===== src/rtl/dead_time_pkg.sv =====
// Shared definitions for the multi-channel dead-time generator: the per-leg
// state encoding and the default counter width.
package dead_time_pkg;

  localparam int DEFAULT_COUNTER_WIDTH = 16;

  typedef enum logic [2:0] {
    OFF     = 3'd0,
    DT_TO_A = 3'd1,
    A_ON    = 3'd2,
    DT_TO_B = 3'd3,
    B_ON    = 3'd4
  } dt_state_e;

endpackage


===== src/rtl/dead_time_channel.sv =====
// One complementary leg: state machine, dead-time counter and registered gate
// commands. force_off parks the leg in OFF with both gates low whatever the
// enable state; enable low turns the leg into a one-cycle register.
module dead_time_channel
  import dead_time_pkg::*;
#(
  parameter int COUNTER_WIDTH = DEFAULT_COUNTER_WIDTH
) (
  input  logic                     clock,
  input  logic                     reset,
  input  logic                     enable,
  input  logic                     force_off,
  input  logic [COUNTER_WIDTH-1:0] dead_time_a,
  input  logic [COUNTER_WIDTH-1:0] dead_time_b,
  input  logic                     in_a,
  input  logic                     in_b,
  output logic                     out_a,
  output logic                     out_b,
  output logic                     busy
);

  dt_state_e                state_q, state_d;
  logic [COUNTER_WIDTH-1:0] cnt_q, cnt_d;
  logic                     req_a, req_b;

  // A request is only valid when exactly one side asks to conduct.
  assign req_a = in_a & ~in_b;
  assign req_b = in_b & ~in_a;

  // Next-state and counter reload; an abort or redirect outranks the DT exit.
  always_comb begin
    // NOTE: every combinational output gets a default first so no path can infer a latch.
    state_d = state_q;
    cnt_d   = cnt_q;
    if (force_off || !enable) begin
      state_d = OFF;
      cnt_d   = '0;
    end else begin
      unique case (state_q)
        OFF, B_ON: begin
          if (req_a) begin
            // A zero dead time skips the gap entirely.
            if (dead_time_a == '0) begin
              state_d = A_ON;
            end else begin
              state_d = DT_TO_A;
              cnt_d   = dead_time_a - 1'b1;
            end
          end else if (state_q == OFF && req_b) begin
            if (dead_time_b == '0) begin
              state_d = B_ON;
            end else begin
              state_d = DT_TO_B;
              cnt_d   = dead_time_b - 1'b1;
            end
          end else if (state_q == B_ON && !req_b) begin
            state_d = OFF;
          end
        end
        A_ON: begin
          if (req_b) begin
            if (dead_time_b == '0) begin
              state_d = B_ON;
            end else begin
              state_d = DT_TO_B;
              cnt_d   = dead_time_b - 1'b1;
            end
          end else if (!req_a) begin
            state_d = OFF;
          end
        end
        DT_TO_A: begin
          if (!req_a) begin
            state_d = OFF;
            cnt_d   = '0;
          end else if (cnt_q == '0) begin
            state_d = A_ON;
          end else begin
            cnt_d = cnt_q - 1'b1;
          end
        end
        DT_TO_B: begin
          if (!req_b) begin
            state_d = OFF;
            cnt_d   = '0;
          end else if (cnt_q == '0) begin
            state_d = B_ON;
          end else begin
            cnt_d = cnt_q - 1'b1;
          end
        end
        default: begin
          state_d = OFF;
          cnt_d   = '0;
        end
      endcase
    end
  end

  // State, counter and gate commands; outputs decode the state being entered.
  always_ff @(posedge clock or posedge reset) begin
    // NOTE: sequential state uses non-blocking assignments so all registers update together.
    if (reset) begin
      state_q <= OFF;
      cnt_q   <= '0;
      out_a   <= 1'b0;
      out_b   <= 1'b0;
      busy    <= 1'b0;
    end else begin
      state_q <= state_d;
      cnt_q   <= cnt_d;
      if (force_off) begin
        out_a <= 1'b0;
        out_b <= 1'b0;
        busy  <= 1'b0;
      end else if (!enable) begin
        out_a <= in_a;
        out_b <= in_b;
        busy  <= 1'b0;
      end else begin
        out_a <= (state_d == A_ON);
        out_b <= (state_d == B_ON);
        busy  <= (state_d == DT_TO_A) || (state_d == DT_TO_B);
      end
    end
  end

endmodule


===== src/rtl/dead_time_generator_mc.sv =====
// Multi-channel dead-time generator: N independent complementary legs sharing
// the two dead-time settings. Optional shoot-through fault latching is built
// when DEAD_TIME_FAULT_DETECT_EN is defined.
module dead_time_generator_mc
  import dead_time_pkg::*;
#(
  parameter int N_CHANNELS    = 3,
  parameter int COUNTER_WIDTH = DEFAULT_COUNTER_WIDTH
) (
  input  logic                     clock,
  input  logic                     reset,
  input  logic                     enable,
  input  logic [COUNTER_WIDTH-1:0] dead_time_a,
  input  logic [COUNTER_WIDTH-1:0] dead_time_b,
  input  logic [N_CHANNELS-1:0]    in_a,
  input  logic [N_CHANNELS-1:0]    in_b,
`ifdef DEAD_TIME_FAULT_DETECT_EN
  input  logic                     fault_clear,
  output logic [N_CHANNELS-1:0]    fault,
`endif
  output logic [N_CHANNELS-1:0]    out_a,
  output logic [N_CHANNELS-1:0]    out_b,
  output logic [N_CHANNELS-1:0]    busy
);

  logic [N_CHANNELS-1:0] force_off;

`ifdef DEAD_TIME_FAULT_DETECT_EN
  logic [N_CHANNELS-1:0] both_q;
  logic [N_CHANNELS-1:0] fault_d;

  // A new detection wins over a simultaneous clear; the next value also
  // gates the legs so they drop on the very edge the fault latches.
  assign fault_d   = (in_a & in_b & both_q) | (fault & ~{N_CHANNELS{fault_clear}});
  assign force_off = fault_d;

  // Remember last cycle's both-high sample and hold the sticky fault bits.
  always_ff @(posedge clock or posedge reset) begin
    if (reset) begin
      both_q <= '0;
      fault  <= '0;
    end else begin
      both_q <= in_a & in_b;
      fault  <= fault_d;
    end
  end
`else
  assign force_off = '0;
`endif

  for (genvar ch = 0; ch < N_CHANNELS; ch++) begin : g_channel
    dead_time_channel #(
      .COUNTER_WIDTH (COUNTER_WIDTH)
    ) u_channel (
      .clock       (clock),
      .reset       (reset),
      .enable      (enable),
      .force_off   (force_off[ch]),
      .dead_time_a (dead_time_a),
      .dead_time_b (dead_time_b),
      .in_a        (in_a[ch]),
      .in_b        (in_b[ch]),
      .out_a       (out_a[ch]),
      .out_b       (out_b[ch]),
      .busy        (busy[ch])
    );
  end

endmodule


===== config.mk =====
export PLATFORM = sky130hd
export DESIGN_NAME = dead_time_generator_mc
export DESIGN_NICKNAME = d
export VERILOG_FILES = /design/src/rtl/dead_time_pkg.sv /design/src/rtl/dead_time_channel.sv /design/src/rtl/dead_time_generator_mc.sv
export SDC_FILE = /design/constraint.sdc
export NUM_CORES = 1
export LEC_CHECK = 0
export BUFFER_PORTS_ARGS = -buffer_cell sky130_fd_sc_hd__buf_4
export CORE_MARGIN = 4
export CORE_UTILIZATION = 42
export CTS_BUF_LIST = sky130_fd_sc_hd__clkbuf_2
export DETAILED_ROUTE_END_ITERATION = 6
export GPL_ROUTABILITY_DRIVEN = 0
export HOLD_SLACK_MARGIN = 0.06
export REMOVE_ABC_BUFFERS = 1
export SETUP_SLACK_MARGIN = 0.15
export SLEW_MARGIN = 20
export SYNTH_ARGS = -nofsm -noshare
export SYNTH_HDL_FRONTEND = slang
export SYNTH_SLANG_ARGS = --single-unit

===== constraint.sdc =====
create_clock -name clock -period 3.3 [get_ports clock]
set_input_delay 0.165 -clock clock [delete_from_list [all_inputs] [get_ports clock]]
set_output_delay 0.165 -clock clock [all_outputs]
set_load 0.01 [all_outputs]

==> results of run 1 <==
-- synthesized netlist by cell type, drive strengths merged, types with 11 or more instances --
cell     n
nand2b  11
nor4    24
nand2   44
a31oi   14
buf     17
dfrtp   66
a21oi   22
o21ai   87
nor3    46
o221ai  16
o31ai   12
a22o    25
nand3   16
or3     14
o211ai  16
nor2b   11
xor2    13
a211oi  14
inv     19
nor2    70
clkbuf  29
-- metal layers --
layer | up-vias | wire length, microns
met3 | 98 | 2780
met5 | - | 0
met2 | 490 | 10300
met1 | 3247 | 9830
met4 | 0 | 1310
li1 | 3009 | -
-- per-stage QoR --
stage                     setup slack (ns)  total power, uW  cells  hold slack (ns)
after floorplan                      0.823             1640    699            0.256
after global placement               0.590             1990    948            0.314
after detailed placement             0.477             2000    948            0.333
after CTS                            0.372             2450    975           0.0654
after global routing                 0.167             2620    975           0.0712
final                                0.295             2490    976           0.0892
-- repair_timing --
action,CTS,global route
hold endpoints to repair,41,0
resized for setup,0,0
endpoints found under the setup margin,0,0
hold buffers,11,0
-- state kept, by name (all words and copies together), names as in the netlist --
| name | count |
|---|---|
| g_channel.u_channel.cnt_q | 48 |
| g_channel.u_channel.state_q | 9 |
| g_channel.u_channel.busy | 3 |
| g_channel.u_channel.out_a | 3 |
| g_channel.u_channel.out_b | 3 |
-- worst max path at each step --
stage	from	endpoint	slack, ns	depth (start not counted)
after floorplan	g_channel[1].u_channel.cnt_q[0]	g_channel[1].u_channel.cnt_q[14]	0.82	8
after global placement	g_channel[0].u_channel.cnt_q[0]	g_channel[0].u_channel.out_a	0.59	7
after detailed placement	g_channel[1].u_channel.cnt_q[6]	g_channel[1].u_channel.out_a	0.48	6
after CTS	g_channel[2].u_channel.cnt_q[0]	g_channel[2].u_channel.out_b	0.37	9
after global routing	g_channel[2].u_channel.cnt_q[1]	g_channel[2].u_channel.out_b	0.17	9
final	g_channel[2].u_channel.cnt_q[1]	g_channel[2].u_channel.out_b	0.29	9
-- power groups by stage --
stage	sequential, uW	combinational, uW	clock (uW)
5_1_grt	992	1140	482
4_1_cts	976	1030	446
3_3_place_gp	989	1000	0
2_1_floorplan	969	674	0
3_5_place_dp	989	1020	0
6_report	982	1070	439
-- cell usage in the layout, fill, tap and decap left out, types with 6 or more instances in the layout --
cell	n
buf_4	69
nor2_1	66
dfrtp_1	66
o21ai_0	49
nand2_1	44
nor3_1	40
o21ai_1	37
a22o_1	25
a21oi_1	22
nor4_1	21
inv_1	18
o211ai_1	16
o221ai_1	16
a31oi_1	14
a211oi_1	14
nand3_1	14
or3_1	14
xor2_1	13
clkbuf_2	12
nand2b_1	11
nor2b_1	11
o31ai_1	11
dlygate4sd3_1	11
or4_1	8
o21a_1	8
o22ai_1	8
xnor2_1	7
a21o_1	7
a32oi_1	7
ha_1	6
-- cell families (layout without fill, tap and decap cells) --
kind of cell / after synthesis / count (layout)
adders and majority gates: 6 / 6
xor gates and xnor gates: 20 / 20
buffers and inverters: 65 / 115
DFF: 66 / 66
muxes: 8 / 8
and+or+nand+nor: 290 / 290
other: 0 / 1
AOI/OAI and AO/OA: 290 / 290
-- worst register-to-register path, delay by kind of cell, from the launching register on --
kind | cells | cell delay (ns)
buffers and inverters | 2 | 0.64
AND/OR/NAND/NOR | 4 | 1.41
flip-flops | 1 | 0.46
adder cells (fa/ha/maj) | 1 | 0.18
AO/OA/AOI/OAI | 2 | 0.27
-- final cells by class --
cell class                      count  area (sq um)  share of cell area (%)
Multi-Input combinational cell    614          4060                    60.5
Sequential cell                    66          1650                    24.6
Timing Repair Buffer               80           628                    9.35
Tap cell                          180           225                    3.35
Inverter                           19          71.3                    1.06
Clock buffer                       12          60.1                   0.894
Clock inverter                      4          18.8                   0.279
Antenna cell                        1          2.50                  0.0372
==> flow_metrics.tcl, run 1 <==
set metrics [dict create \
    status "complete, no violations" \
    place_hpwl_microns 17000 \
    synth-compound-area-share_pct 34.3 \
    regToRegEndpoint "g_channel[2].u_channel.out_b" \
    p_comb_share_pct 42.9 \
    rsz0062_at_grt "no" \
    worst-path-max-fanout 11 \
    ys_types 87 \
    fp.dieW_microns 128 \
    cp_data_required_time_ns 3.86 \
    rr_startpoint "g_channel[2].u_channel.cnt_q[1]" \
    vias_per_cell 7.01 \
    clkLatencyLatePin_ns 0.61 \
    setup-violations-final 0 \
    drtAntennaViolNets 0 \
    ios 50 \
    clock_skew_ns 0.0309 \
    fillers 1358 \
    whs_path_depth 4 \
    post-cts-setup-buffers 0 \
    fin_crit_sh_pct 91.1 \
    fin_tns_setup_ns 0 \
    first_pass_iters 6 \
    track_usage_pct 29.5 \
    fin_util_pct 48.2 \
    crit_buf_inv 2 \
    rows 43 \
    leakage_uw 0.00267 \
    clkPwrFrac_pct 17.7 \
    grt_pass1_wl_microns 36900 \
    core_sq_um 13900 \
    slew_viol_final 0 \
    port_buffers 49 \
    postSynthCellCount 745 \
    dr.first_iter.drc_count 1064 \
    async_reset_ff_share_pct 100 \
    max_stage_delay_ns 0.54 \
    irDropWorstVdd_uv 201 \
    dieHeight_microns 128 \
    cap_violations 0 \
    ctsHtreeMaxLevel 3 \
    synth_seq_cells 66 \
    power_density_nw_per_um2 370 \
    synth_top_area_cell "dfrtp_1" \
    synth_area_per_cell_sq_um 8.06 \
    cts_tree "built" \
    synth-seq-area-share_pct 27.5 \
    p_switching_uw 1120 \
    antenna_found_initial 0 \
    final_hold_viol_count 0 \
    nets 837 \
    synthAdderAreaFrac_pct 1.25 \
    root_buffer "clkbuf_2" \
    synthSimpleGateAreaFrac_pct 27.8 \
    critical_path_class "reg2reg" \
    worstMarginPinSlew_ns 0.858 \
    finalCriticalPeriod_ns 3.01 \
    syn_area_sq_um 6000 \
    wl_per_cell_microns 24.8 \
    finalWirelength_microns 24200 \
    crit_chain "inv_1 -> ha_1 -> or3b_1 -> nand2b_1 -> nor2_1 -> a32oi_1 -> nor3_1 -> a21o_1 -> dlygate4sd3_1" \
    num_vias 6844 \
    start_util_pct 43.1 \
    synthXorXnorAreaFrac_pct 2.92 \
    start_kind "flip-flop" \
    reg2reg_depth 9 \
    placed_cell_area_sq_um 6530 \
    synthDominantCellAreaShare_pct 27.5 \
    muxShareOfSynthArea_pct 1.44 \
    clkTransAtPathRegs_ns 0.20 \
    switching_share_pct 44.9 \
    syn_to_final_growth_pct 12.0 \
    hp-class "in2reg" \
    hold_path_end "g_channel[1].u_channel.cnt_q[13]" \
    synth_area_leaders "dfrtp_1, nor2_1, o21ai_0" \
    p_int_uw 1370 \
    route.detailed.drc 0 \
    relSlewSlack_pct 42.4 \
    drive_gt1_share_pct 14.5 \
    worst_setup_path_end_kind "flip-flop" \
    fin_area_sq_um 6720 \
    met3_usage_pct 8.90 \
    use_met2_pct 41.9 \
    crit_arrival_ns 3.57 \
    crit_path_top_delay_cell "dlygate4sd3_1" \
    synth_top_family_by_area "compound AO/OA/AOI/OAI gates" \
    grt_max_degree 38 \
    synth_edf_count 0 \
    r2r_setup_slack_ns 0.29 \
    grt_pass1_vias 6345 \
    grt_use_met1_pct 39.5 \
    worstHoldStart "dead_time_b[13]" \
    busiest_layer "met2" \
    synth_ff_type "dfrtp_1" \
    grt-ovfl-total 0 \
    seqPwrFrac_pct 39.5 \
    critPathTopFamily "simple AND/OR/NAND/NOR gates" \
    cts_sinks 66 \
    clock_path_buffers 2 \
    dieArea_sq_um 16300 \
    fmax_mhz 333 \
    ys.warnings.count 0 \
    cts_buffers 9 \
]
Note: power is estimated with default switching activity, not from simulation.
==> inputs of run 2 (changes only) <==
RECOVER_POWER = 100   (was not set)
REMOVE_ABC_BUFFERS = not set   (was 1)
SETUP_SLACK_MARGIN = not set   (was 0.15)
==> run 2 against run 1 <==
The run now ends with max-capacitance violations, max-slew violations left; largest power group unchanged; highest routed layer unchanged; fmax is 4.5% lower; sequential share of layout area rose by 0.24 points; clock skew decreased by 0.0011 ns; critical path depth stayed put; utilization fell by 0.46 points; sequential power is essentially flat.
==> flow_metrics.tcl, run 2 (synthesis results as in run 1) <==
set metrics [dict create \
    fin_crit_sh_pct 95.3 \
    path_depth 9 \
    clock_skew_ns 0.0298 \
    power_density_nw_per_um2 376 \
    num_vias 6700 \
    antenna_found_initial 0 \
    fmax_mhz 318 \
    start_kind "flip-flop" \
    drive_gt1_share_pct 12.4 \
    clock_path_buffers 2 \
    cp-startpoint "g_channel[1].u_channel.cnt_q[1]" \
    cts_buffers 9 \
    grt_max_degree 67 \
    nets 835 \
    reg2reg_depth 9 \
    fin_util_pct 47.8 \
    fillers 1368 \
    track_usage_pct 27.7 \
    rsz0062_at_grt "no" \
    reg_top3 "g_channel.u_channel.cnt_q (48), g_channel.u_channel.state_q (9)" \
    rr_startpoint "g_channel[1].u_channel.cnt_q[1]" \
    status "finished with violations" \
    slew_viol_final 67 \
    route.detailed.drc 0 \
    final_hold_viol_count 0 \
    critical_path_class "reg2reg" \
    whs_path_depth 5 \
    cts_sinks 66 \
    drtAntennaViolNets 0 \
    final_common_cell "nor2_1" \
    critPathTopFamily "simple AND/OR/NAND/NOR gates" \
    grt_pass1_vias 6237 \
    max_stage_delay_ns 0.56 \
    irDropWorstVdd_uv 157 \
    hp-class "in2reg" \
    port_buffers 49 \
    r2r_setup_slack_ns 0.15 \
    wl_per_cell_microns 23.2 \
    fp.dieW_microns 128 \
    clkLatencyLatePin_ns 0.59 \
    crit_path_end "g_channel[1].u_channel.out_a" \
    worst_setup_path_end_kind "flip-flop" \
    leakage_uw 0.00263 \
    ios 50 \
    crit_buf_inv 2 \
    largest_register_ffs 48 \
    regArea_sq_um 1650 \
    crit_chain "inv_1 -> ha_1 -> or3b_1 -> or3_1 -> nor2_4 -> o21ai_0 -> a211oi_1 -> o32ai_1 -> dlygate4sd3_1" \
    relSlewSlack_pct -17.8 \
    cap_violations 1 \
    violations "max-capacitance violations, max-slew violations" \
    vias_per_cell 6.89 \
    root_buffer "clkbuf_2" \
    worst-path-max-fanout 9 \
    crit_path_top_delay_cell "dlygate4sd3_1" \
    top_register "g_channel.u_channel.cnt_q" \
    fin_tns_setup_ns 0 \
    finalWirelength_microns 22600 \
    worstMarginPinSlew_ns 1.77 \
    p_total_uw 2500 \
    first_pass_iters 6 \
    grt_pass1_wl_microns 35500 \
    crit_arrival_ns 3.64 \
    final_cell_mix "nor2_1, dfrtp_1, o21ai_0" \
    finalCriticalPeriod_ns 3.15 \
    cts_tree "built" \
    dr.first_iter.drc_count 687 \
    dieArea_sq_um 16300 \
    grt-ovfl-total 0 \
    syn_to_final_growth_pct 10.9 \
    clkTransAtPathRegs_ns 0.22 \
    hold_slack_ns 0.148 \
    start_util_pct 43.1 \
    setup-violations-final 0 \
    core_sq_um 13900 \
    ctsHtreeMaxLevel 3 \
    dieHeight_microns 128 \
    multiInputGateArea_sq_um 4040 \
    place_hpwl_microns 16000 \
    rows 43 \
    regToRegEndpoint "g_channel[1].u_channel.out_a" \
    syn-num-nets 792 \
    cp_data_required_time_ns 3.79 \
]
[run 2: cell count changes in the layout (fill, tap and decap cells not counted), moves of 2 or more]
cell,change
clkinv_2,+2
or2_1,-2
clkbuf_1,+11
o21ai_1,-13
buf_4,-15
o21ai_0,+13
or2_0,+2
clkinv_1,-2
[run 2: layer usage]
layer,global-route usage [%],wire [microns],up-vias
met1,39.3,9500,3163
li1,-,-,3007
met3,6.06,2480,82
met2,38.8,9500,448
met4,15.1,1130,0
met5,0,0,-
[run 2: tightest hold or removal path: stages]
cell and delay (ns):
buf_4 0.11, o31ai_1 0.09, o21ai_2 0.15, a211oi_1 0.10
o21ai_1 0.10
[run 2: final cells by class]
| cell class | instances | share of cell area, % |
|---|---|---|
| Multi-Input combinational cell | 614 | 60.7 |
| Sequential cell | 66 | 24.8 |
| Timing Repair Buffer | 78 | 8.55 |
| Tap cell | 180 | 3.38 |
| Inverter | 19 | 1.07 |
| Clock buffer | 11 | 0.827 |
| Clock inverter | 4 | 0.658 |
| Antenna cell | 1 | 0.0376 |
[run 2: report_power, final]
group / switching [uW] / internal [uW]
registers: 102 / 879
logic: 642 / 375
clock network: 334 / 173
total: 1080 / 1430
[run 2: worst min path at each step]
stage,to,from
4_1_cts,g_channel[2].u_channel.cnt_q[13],dead_time_b[12]
2_1_floorplan,g_channel[0].u_channel.out_a,in_a[0]
5_1_grt,g_channel[2].u_channel.cnt_q[13],dead_time_b[12]
6_report,g_channel[2].u_channel.cnt_q[13],dead_time_b[12]
3_3_place_gp,g_channel[0].u_channel.out_a,in_a[0]
3_5_place_dp,g_channel[0].u_channel.out_a,in_a[0]
[run 2: what timing repair did]
action                                  CTS  global route
buffers inserted                          0             0
hold endpoints to repair                 76             0
hold buffers                             11             0
gates resized for setup                   0             2
endpoints found under the setup margin    0             1
[run 2: per-stage QoR]
step           cell area [sq um]  setup WS, ns  cells
5_1_grt                     6650        0.0383    972
6_report                    6660         0.154    973
2_1_floorplan               6000         0.776    745
3_3_place_gp                6510         0.537    946
3_5_place_dp                6510         0.536    946
4_1_cts                     6720         0.127    972
